--- config.mk ---
export PLATFORM = sky130hd
export DESIGN_NAME = fill_vblank
export DESIGN_NICKNAME = d
export VERILOG_FILES = /design/src/rtl/fill_vblank.sv
export SDC_FILE = /design/constraint.sdc
export NUM_CORES = 1
export LEC_CHECK = 0
export CELL_PAD_IN_SITES_DETAIL_PLACEMENT = 0
export CELL_PAD_IN_SITES_GLOBAL_PLACEMENT = 1
export CORE_UTILIZATION = 30
export CTS_BUF_LIST = sky130_fd_sc_hd__clkbuf_4 sky130_fd_sc_hd__clkbuf_8 sky130_fd_sc_hd__clkbuf_16
export DETAILED_ROUTE_END_ITERATION = 12
export DONT_BUFFER_PORTS = 1
export PLACE_DENSITY = 0.62
export SLEW_MARGIN = 20
export SYNTH_ARGS = -nofsm -noshare
export SYNTH_HDL_FRONTEND = slang
export SYNTH_SLANG_ARGS = --single-unit
--- constraint.sdc ---
create_clock -name clk -period 3.92 [get_ports clk]
set_input_delay 0.392 -clock clk [delete_from_list [all_inputs] [get_ports clk]]
set_output_delay 0.392 -clock clk [all_outputs]
set_load 0.005 [all_outputs]
--- src/rtl/fill_vblank.sv ---
// ---------------------------------------------------------------------------
// fill_vblank
//
// Vertical companion to the horizontal black-padding stage. Incoming lines
// are already H_DISP pixels wide. This block counts them per frame and crops
// any line beyond V_DISP. At end of frame it appends whole lines of the fill
// colour until the frame holds exactly V_DISP lines. While it is inserting
// lines it raises busy_o so that the upstream scaler holds off.
//
// Optional feature (macro FILL_VBLANK_COLOR_EN):
//   defined   : adds the fillColor_i port. The value is sampled at frameEnd_i
//               and held for the whole fill.
//   undefined : inserted pixels are black (24'h000000).
//
// Ports:
//   clk          in   1   pixel clock; all logic runs on the rising edge
//   rst_n        in   1   synchronous active-low reset
//   data_i       in  24   RGB888 pixel from the horizontal fill stage
//   dataValid_i  in   1   pixel valid; one high run is one line
//   frameEnd_i   in   1   one-cycle pulse; the last line of the frame is in
//   fillColor_i  in  24   fill colour (only with FILL_VBLANK_COLOR_EN)
//   data_o       out 24   registered RGB888 pixel
//   dataValid_o  out  1   registered pixel valid
//   busy_o       out  1   high while lines are being inserted
//   linesIn_o    out 12   input line count of the last completed frame
//   overflow_o   out  1   sticky; a pixel arrived while inserting
// ---------------------------------------------------------------------------
module fill_vblank #(
    parameter logic [11:0] H_DISP   = 12'd1920,
    parameter logic [11:0] V_DISP   = 12'd1080,
    parameter logic [11:0] LINE_GAP = 12'd16
) (
    input  logic        clk,
    input  logic        rst_n,
    input  logic [23:0] data_i,
    input  logic        dataValid_i,
    input  logic        frameEnd_i,
`ifdef FILL_VBLANK_COLOR_EN
    input  logic [23:0] fillColor_i,
`endif
    output logic [23:0] data_o,
    output logic        dataValid_o,
    output logic        busy_o,
    output logic [11:0] linesIn_o,
    output logic        overflow_o
);

    typedef enum logic [1:0] {
        PASS      = 2'd0,
        FILL_LINE = 2'd1,
        FILL_GAP  = 2'd2,
        DONE      = 2'd3
    } state_t;

    state_t      state, state_nxt;
    logic [11:0] line_cnt, line_cnt_nxt;
    logic [11:0] px_cnt, px_cnt_nxt;
    logic [11:0] gap_cnt, gap_cnt_nxt;
    logic [11:0] remain, remain_nxt;
    logic        valid_d, valid_d_nxt;
    logic [23:0] fill_color, fill_color_nxt;
    logic [23:0] data_nxt;
    logic        valid_o_nxt;
    logic        busy_nxt;
    logic [11:0] lines_in_nxt;
    logic        overflow_nxt;

    logic        line_end;
    logic [12:0] eff_cnt;
    logic [11:0] n_eff;
    logic [11:0] line_cnt_inc;
    logic [23:0] color_in;

`ifdef FILL_VBLANK_COLOR_EN
    assign color_in = fillColor_i;
`else
    assign color_in = 24'h000000;
`endif

    // A line ends on the cycle where dataValid_i falls.
    assign line_end     = valid_d & ~dataValid_i;
    assign line_cnt_inc = (line_cnt == 12'hFFF) ? line_cnt : line_cnt + 12'd1;

    // At frameEnd_i, a line that ends now or is still in flight counts as
    // complete. The sum is widened so that it saturates instead of wrapping.
    assign eff_cnt = {1'b0, line_cnt} + {12'd0, (line_end | dataValid_i)};
    assign n_eff   = eff_cnt[12] ? 12'hFFF : eff_cnt[11:0];

    // Next-state and next-output logic. All registered outputs are computed
    // here so that the register process below stays a plain copy.
    always_comb begin
        state_nxt      = state;
        line_cnt_nxt   = line_cnt;
        px_cnt_nxt     = px_cnt;
        gap_cnt_nxt    = gap_cnt;
        remain_nxt     = remain;
        valid_d_nxt    = 1'b0;
        fill_color_nxt = fill_color;
        data_nxt       = 24'h000000;
        valid_o_nxt    = 1'b0;
        busy_nxt       = busy_o;
        lines_in_nxt   = linesIn_o;
        overflow_nxt   = overflow_o;

        case (state)
            PASS: begin
                // Edge tracking only runs here. This keeps pixels that are
                // dropped during a fill out of the next frame's line count.
                valid_d_nxt = dataValid_i;
                if (line_end) begin
                    line_cnt_nxt = line_cnt_inc;
                end
                // Lines past V_DISP are cropped to blank output.
                if (line_cnt < V_DISP) begin
                    data_nxt    = data_i;
                    valid_o_nxt = dataValid_i;
                end
                if (frameEnd_i) begin
                    lines_in_nxt   = n_eff;
                    line_cnt_nxt   = 12'd0;
                    // The current line is already counted, so its falling
                    // edge must not be counted again next cycle.
                    valid_d_nxt    = 1'b0;
                    fill_color_nxt = color_in;
                    if (n_eff < V_DISP) begin
                        remain_nxt = V_DISP - n_eff;
                        px_cnt_nxt = 12'd0;
                        busy_nxt   = 1'b1;
                        state_nxt  = FILL_LINE;
                    end
                end
            end

            FILL_LINE: begin
                valid_o_nxt = 1'b1;
                data_nxt    = fill_color;
                px_cnt_nxt  = px_cnt + 12'd1;
                if (px_cnt == H_DISP - 12'd1) begin
                    remain_nxt = remain - 12'd1;
                    px_cnt_nxt = 12'd0;
                    if (remain == 12'd1) begin
                        // busy_o drops together with the last fill pixel,
                        // so it does not cover the DONE cycle.
                        busy_nxt  = 1'b0;
                        state_nxt = DONE;
                    end else if (LINE_GAP != 12'd0) begin
                        gap_cnt_nxt = 12'd0;
                        state_nxt   = FILL_GAP;
                    end
                end
            end

            FILL_GAP: begin
                gap_cnt_nxt = gap_cnt + 12'd1;
                if (gap_cnt == LINE_GAP - 12'd1) begin
                    px_cnt_nxt = 12'd0;
                    state_nxt  = FILL_LINE;
                end
            end

            DONE: begin
                line_cnt_nxt = 12'd0;
                busy_nxt     = 1'b0;
                state_nxt    = PASS;
            end

            default: begin
                state_nxt = PASS;
            end
        endcase

        // While inserting, pixels from upstream are dropped and flagged.
        if (state != PASS && dataValid_i) begin
            overflow_nxt = 1'b1;
        end
    end

    // State and output registers with synchronous active-low reset.
    always_ff @(posedge clk) begin
        if (!rst_n) begin
            state       <= PASS;
            line_cnt    <= 12'd0;
            px_cnt      <= 12'd0;
            gap_cnt     <= 12'd0;
            remain      <= 12'd0;
            valid_d     <= 1'b0;
            fill_color  <= 24'h000000;
            data_o      <= 24'h000000;
            dataValid_o <= 1'b0;
            busy_o      <= 1'b0;
            linesIn_o   <= 12'd0;
            overflow_o  <= 1'b0;
        end else begin
            state       <= state_nxt;
            line_cnt    <= line_cnt_nxt;
            px_cnt      <= px_cnt_nxt;
            gap_cnt     <= gap_cnt_nxt;
            remain      <= remain_nxt;
            valid_d     <= valid_d_nxt;
            fill_color  <= fill_color_nxt;
            data_o      <= data_nxt;
            dataValid_o <= valid_o_nxt;
            busy_o      <= busy_nxt;
            linesIn_o   <= lines_in_nxt;
            overflow_o  <= overflow_nxt;
        end
    end

endmodule

==> results.md, run 1 <==
* Final non-filler cell total at between 700 and 800
* Die width at 126 µm
* Worst skew pair latency at 350 ps
* Worst setup EP type: register
* Crit path time final at 3330 ps
* Pre-CTS WS at 564 ps
* Syn Std Cell Area at 4630 µm²
* Post-synth ARST share at 0
* Min-delay worst type: input pin to register
* Post-Syn Nets at between 500 and 600
* IO buf count at 0
* Max rail drop VDD at 0.000296 V
* Leakage at 1.85 nW
* Antenna Nets Post-Route at 0
* Most frequent cells in the layout: dfxtp_1, nor2_1, nand2_1
* Flops & latches, synth at 90
* Internal power at 0.00192 W
* Final antenna diode count at 0
* Antenna violations before repair at 0
* Placer Congestion at 0.891
* Worst reg2reg path startpoint: valid_d
* Relative slew slack at 0.467
* Commonest non-fill, non-tap cell in the layout: dfxtp_1
* Initial DRC count at 226
* CTS Buf Count at 9
* Syn Inst Count at 556
* Root buf cell: clkbuf_16
* Synth warnings at 0
* Vias in the first global route at 3,879
* Die Y at 126 µm
* Setup repair bufs after CTS at 0
* R2R Path End: remain[11]
* Post_cts resized at 0
* Drt total wl at about 12,000 µm
* Ports at 67
* PnR worst setup slack at 595 ps
* Core area at 15,100 µm²
* Site Rows at 45
* Layout cells sized above 1 at 0.0861
* Startpoint Class: register
* Worst Tran Pin Value at 796 ps
* Max-slew violation count at 0
* Synth cell types at 67
* CTS tree: built
* Most used DFF post-synth: dfxtp_1
* Final TNS setup at 0 ps
* Reg2Reg Depth at 10
* Routed via count at 3,965
* Initial Util at 0.305
* Unrepaired setup endpoints after global routing: false
* Seq/Total Area, Yosys at 0.389
* Final Hold Fails at 0
* Max H-tree Level at 3
* Hold EP: overflow_o
* Fill cells at around 1,600
* Num Clock Sinks at 90
* Sequential Power Share at 0.384
* Placed insts at 718
* DRT Pass-1 Iters at 4
* Clk_skew at 9.00 ps
* Final core utilization at 0.336
* Synth-to-layout area growth at 9.95%
* Hold-critical path depth at 2
* Clk slew on worst S/H paths at 70 ps
* Worst EP required at 4160 ps
* Final setup violation count at 0
* WS Path Type: register to register
* Comb power frac at 0.339
* Clock power share at 0.277
* Crit Path Max Fanout at 12
* Vias per cell at 5.40
* Power Dens Cells at around 610 nW/µm²
* DRC violations left at 0
* Post-synth EDFFs at 0
* First-pass GRT wire length at ~20,000 µm
* Fmax at 0.301 GHz
* WL per Instance at 16.4 µm
* Total congestion overflow at 0
* Final Net Count at a little under 600
* CTS max path bufs at 2
* NetSw at 0.00119 W
* Avg Cell Area, Syn at 8.32 µm²
* Switching Share at 0.382
* Cts-stage hold buffer count at 0
* Dpl hpwl at 8680 µm
* Largest net degree at the start of global routing at 52
* Hold wc startpoint: dataValid_i
* Final Cycle Share at 0.848
* Worst reg2reg setup slack at a little under 600 ps
* GRT Total Usage at 0.158
* Die area at 15,900 µm²
* Max Cap Viol at 0
* Critical path arrival at 3570 ps
* Status: completed
-- kinds of logic (layout without fill, tap and decap cells) --
kind of cell             after synthesis  in the layout  synth area share
AND/OR/NAND/NOR                      242            242             0.272
buffers and inverters                 44             34            0.0392
AO/OA/AOI/OAI                        132            132             0.196
multiplexers                           9              9            0.0206
adder cells (fa/ha/maj)               12             12            0.0324
flip-flops                            90             90             0.389
XOR/XNOR                              27             27            0.0511
-- area by class of cell --
type / instances / area [µm²] / area share
clock buffer: 10 / 239 / 0.0470
clock inverter: 6 / 53.8 / 0.0106
inverter: 9 / 33.8 / 0.00664
multi-input combinational: 422 / 2660 / 0.522
sequential: 90 / 1800 / 0.354
tap: 188 / 235 / 0.0462
timing repair buffer: 9 / 67.6 / 0.0133
-- synth_stat cells, types with 7 or more instances --
master | count | share of area
a21oi_1 | 35 | 0.038
and3_1 | 33 | 0.045
nand2_1 | 41 | 0.033
o211ai_1 | 9 | 0.015
clkbuf_1 | 24 | 0.019
ha_1 | 12 | 0.032
nand3_1 | 23 | 0.025
xor2_1 | 12 | 0.023
inv_1 | 9 | 0.0073
dfxtp_1 | 90 | 0.39
o21ai_1 | 7 | 0.0076
or3_1 | 8 | 0.011
and2_1 | 7 | 0.0095
o21ai_0 | 27 | 0.029
nand4_1 | 14 | 0.019
xnor2_1 | 15 | 0.028
nor3_1 | 10 | 0.011
a211oi_1 | 9 | 0.015
nor4_1 | 8 | 0.011
buf_2 | 10 | 0.011
nor2_1 | 64 | 0.052
-- stage by stage --
stage	hold WS, ps	total power (W)	cell area (µm²)
global placement	465	0.00225	4790
CTS	170	0.00314	5080
global route	168	0.00332	5090
detailed placement	471	0.00226	4790
floorplan	453	0.00197	4630
finish	183	0.00310	5090
-- registers in the layout (all words and copies together), names as in the netlist --
| name | cells |
|---|---|
| data_o | 24 |
| state | 2 |
| overflow_o | 1 |
| px_cnt | 12 |
| dataValid_o | 1 |
| busy_o | 1 |
| gap_cnt | 12 |
| linesIn_o | 12 |
| remain | 12 |
| valid_d | 1 |
| line_cnt | 12 |
-- worst max-delay path, stage by stage, from the launching register on --
cell and delay, ps:
dfxtp_1 330, or2_2 120, ha_1 210, ha_1 290, nand2_2 160, nor4_1 540, mux2i_1 540, a41o_1 270
a21o_1 320, o21ai_0 160, a32o_1 280
-- routing by layer --
| metal | vias to the layer above | routed length, µm | share of wire | global-route usage |
|---|---|---|---|---|
| li1 | 1998 | - | - | - |
| met1 | 1903 | 5570 | 0.46 | 0.192 |
| met2 | 56 | 5910 | 0.49 | 0.265 |
| met3 | 8 | 390 | 0.032 | 0.0463 |
| met4 | 0 | 141 | 0.012 | 0.0539 |
| met5 | - | 0 | 0 | 0 |
-- power by group through the flow --
stage          combinational, W  clock [W]  sequential (W)
2_1_floorplan          0.000799          0         0.00117
3_3_place_gp            0.00104          0         0.00121
3_5_place_dp            0.00105          0         0.00121
4_1_cts                 0.00106   0.000886         0.00119
5_1_grt                 0.00118   0.000927         0.00121
6_report                0.00105   0.000860         0.00119
-- worst max-delay path by stage --
stage,slack (ps),endpoint,startpoint
after floorplan,820,px_cnt[10],dataValid_i
after global placement,600,remain[11],dataValid_i
after detailed placement,560,remain[11],dataValid_i
after CTS,610,px_cnt[10],line_cnt[4]
after global routing,300,remain[4],line_cnt[4]
final,590,remain[11],valid_d
No activity file was read; power rests on OpenSTA's default activity.
==> run 2, diff against run 1 <==
==> constraint.sdc (replaced) <==
create_clock -name clk -period 3.09 [get_ports clk]
set_input_delay 0.309 -clock clk [delete_from_list [all_inputs] [get_ports clk]]
set_output_delay 0.309 -clock clk [all_outputs]
set_load 0.005 [all_outputs]
==> results.md, run 2 (same netlist as run 1, synthesis figures left out) <==
* Status: completed (unchanged)
* Fill cells at 1,546 (was 1,577)
* Die area at 15,900 µm² (unchanged)
* Final non-filler cell total at 772 (was 734)
* DRC violations left at 0 (unchanged)
* Vias per cell at 5.44 (was 5.40)
* Reg2Reg Depth at 11 (was 10)
* CTS max path bufs at 2 (unchanged)
* Fmax at 0.339 GHz (was 0.301 GHz)
* Clk_skew at 8.59 ps (was 9.00 ps)
* Crit path time final at 2950 ps (was 3330 ps)
* Vias in the first global route at 4,074 (was 3,879)
* Routed via count at 4,203 (was 3,965)
* Worst EP required at 3390 ps (was 4160 ps)
* Max rail drop VDD at 0.000439 V (was 0.000296 V)
* Dpl hpwl at 9110 µm (was 8680 µm)
* WL per Instance at 16.5 µm (was 16.4 µm)
* Final Net Count at 619 (was 581)
* Cell Chain, Critical Path: or2_2 -> ha_1 -> ha_2 -> and2_4 -> o211ai_1 -> a22oi_2 -> a2111oi_4 -> buf_4 -> o211ai_4 -> or4_1 -> a21oi_2 (was or2_2 -> ha_1 -> ha_1 -> nand2_2 -> nor4_1 -> mux2i_1 -> a41o_1 -> a21o_1 -> o21ai_0 -> a32o_1)
* Relative slew slack at 0.574 (was 0.467)
* WS Path Type: register to register (unchanged)
* Num Clock Sinks at 90 (unchanged)
* Die width at 126 µm (unchanged)
* Final setup violation count at 0 (unchanged)
* IO buf count at 0 (unchanged)
* DRT Pass-1 Iters at 4 (unchanged)
* Hold wc startpoint: rst_n (was dataValid_i)
* GRT Total Usage at 0.165 (was 0.158)
* Hold-critical path depth at 2 (unchanged)
* Comb power frac at 0.354 (was 0.339)
* Worst Tran Pin Value at 634 ps (was 796 ps)
* Most frequent cells in the layout: dfxtp_1, nor2_1, buf_4 (was dfxtp_1, nor2_1, nand2_1)
* Core area at 15,100 µm² (unchanged)
* Worst reg2reg path startpoint: valid_d (unchanged)
* Min-delay worst type: input pin to register (unchanged)
* Antenna Nets Post-Route at 0 (unchanged)
* Layout cells sized above 1 at 0.163 (was 0.0861)
* Worst setup EP type: register (unchanged)
* Site Rows at 45 (unchanged)
* Initial DRC count at 300 (was 226)
* Commonest non-fill, non-tap cell in the layout: dfxtp_1 (unchanged)
* Critical path arrival at 3250 ps (was 3570 ps)
* Slowest library cell on the worst path: or4_1 (was nor4_1)
* Ports at 67 (unchanged)
* Final Cycle Share at 0.956 (was 0.848)
* Root buf cell: clkbuf_16 (unchanged)
* Max reg flops at 24 (unchanged)
* Total congestion overflow at 0 (unchanged)
* Cts-stage hold buffer count at 0 (unchanged)
* Max Cap Viol at 0 (unchanged)
* Largest register by flop count: data_o (unchanged)
* Clock power share at 0.284 (was 0.277)
* First-pass GRT wire length at 21,000 µm (was 19,900 µm)
* CP Launch Point: valid_d (unchanged)
* CTS tree: built (unchanged)
* Initial Util at 0.305 (unchanged)
* Placer Congestion at 0.873 (was 0.891)
* Leakage at 2.08 nW (was 1.85 nW)
* Synth-to-layout area growth at 17.9% (was 9.95%)
* WHS at 82.9 ps (was 183 ps)
* Internal power at 0.00261 W (was 0.00192 W)
* Sequential Power Share at 0.362 (was 0.384)
* Max-slew violation count at 0 (unchanged)
* Die Y at 126 µm (unchanged)
* Final Hold Fails at 0 (unchanged)
* Startpoint Class: register (unchanged)
* Critical path's largest stage delay at 510 ps (was 540 ps)
* Switching Share at 0.375 (was 0.382)
* Clk slew on worst S/H paths at 70 ps (about the same)
* Crit Path Max Fanout at 7 (was 12)
* Max H-tree Level at 3 (unchanged)
* Power Dens Cells at 765 nW/µm² (was 610 nW/µm²)
* Worst skew pair latency at 360 ps (was 350 ps)
* CTS Buf Count at 9 (unchanged)
* NetSw at 0.00156 W (was 0.00119 W)
* Largest net degree at the start of global routing at 52 (unchanged)
* Final antenna diode count at 0 (unchanged)
* Drt total wl at 12,700 µm (was 12,000 µm)
* Placed insts at 754 (was 718)
* Antenna violations before repair at 0 (unchanged)
run 2: what timing repair did:
action | in CTS | in global routing
gates resized for setup | 1 | 12
cloned | 0 | 1
pin swaps | 0 | 3
setup endpoints to repair | 1 | 24
buffers inserted | 0 | 1
run 2: critical path, delay by kind of cell (launching register included):
kind / cells / cell delay (ps)
and+or+nand+nor: 3 / 960
adders and majority gates: 2 / 440
buffers and inverters: 1 / 210
AOI/OAI and AO/OA: 5 / 980
DFF: 1 / 300
run 2: final cells by class:
type / instances / area, µm² / share of cell area
clock buffer: 10 / 239 / 0.0438
sequential: 90 / 1800 / 0.330
clock inverter: 6 / 80.1 / 0.0147
timing repair buffer: 46 / 345 / 0.0633
tap: 188 / 235 / 0.0431
inverter: 9 / 33.8 / 0.00619
multi-input combinational: 423 / 2720 / 0.499
run 2: per-stage QoR:
stage / utilization / setup WS (ps) / instance area [µm²] / TNS (ps) / total power [W]
finish: 0.360 / 137 / 5450 / 0 / 0.00417
global placement: 0.334 / 3.55 / 5060 / 0 / 0.00295
floorplan: - / 73.7 / 4630 / 0 / 0.00250
detailed placement: 0.334 / -2.53 / 5060 / -2.53 / 0.00298
CTS: 0.355 / 4.21 / 5380 / 0 / 0.00417
global route: 0.360 / -14.5 / 5450 / -18.7 / 0.00446
run 2: power by group through the flow:
stage | clock (W) | sequential, W | combinational [W]
floorplan | 0 | 0.00149 | 0.00101
global placement | 0 | 0.00153 | 0.00142
detailed placement | 0 | 0.00154 | 0.00144
CTS | 0.00121 | 0.00151 | 0.00145
global route | 0.00126 | 0.00154 | 0.00166
finish | 0.00118 | 0.00151 | 0.00148
run 2: path summary, 6_finish.rpt:
check | endpoint | slack, ps
setup / recovery | px_cnt[9] | 140
setup reg to reg | px_cnt[9] | 140
hold reg to reg | linesIn_o[8] | 480
hold / removal | linesIn_o[3] | 80
run 2: per-layer routing:
metal / track usage / routed length, µm / vias to the layer above / share of wire
li1: - / - / 2071 / -
met1: 0.205 / 5970 / 2039 / 0.47
met2: 0.270 / 6020 / 80 / 0.47
met3: 0.0467 / 562 / 13 / 0.044
met4: 0.0666 / 191 / 0 / 0.015
met5: 0 / 0 / - / 0
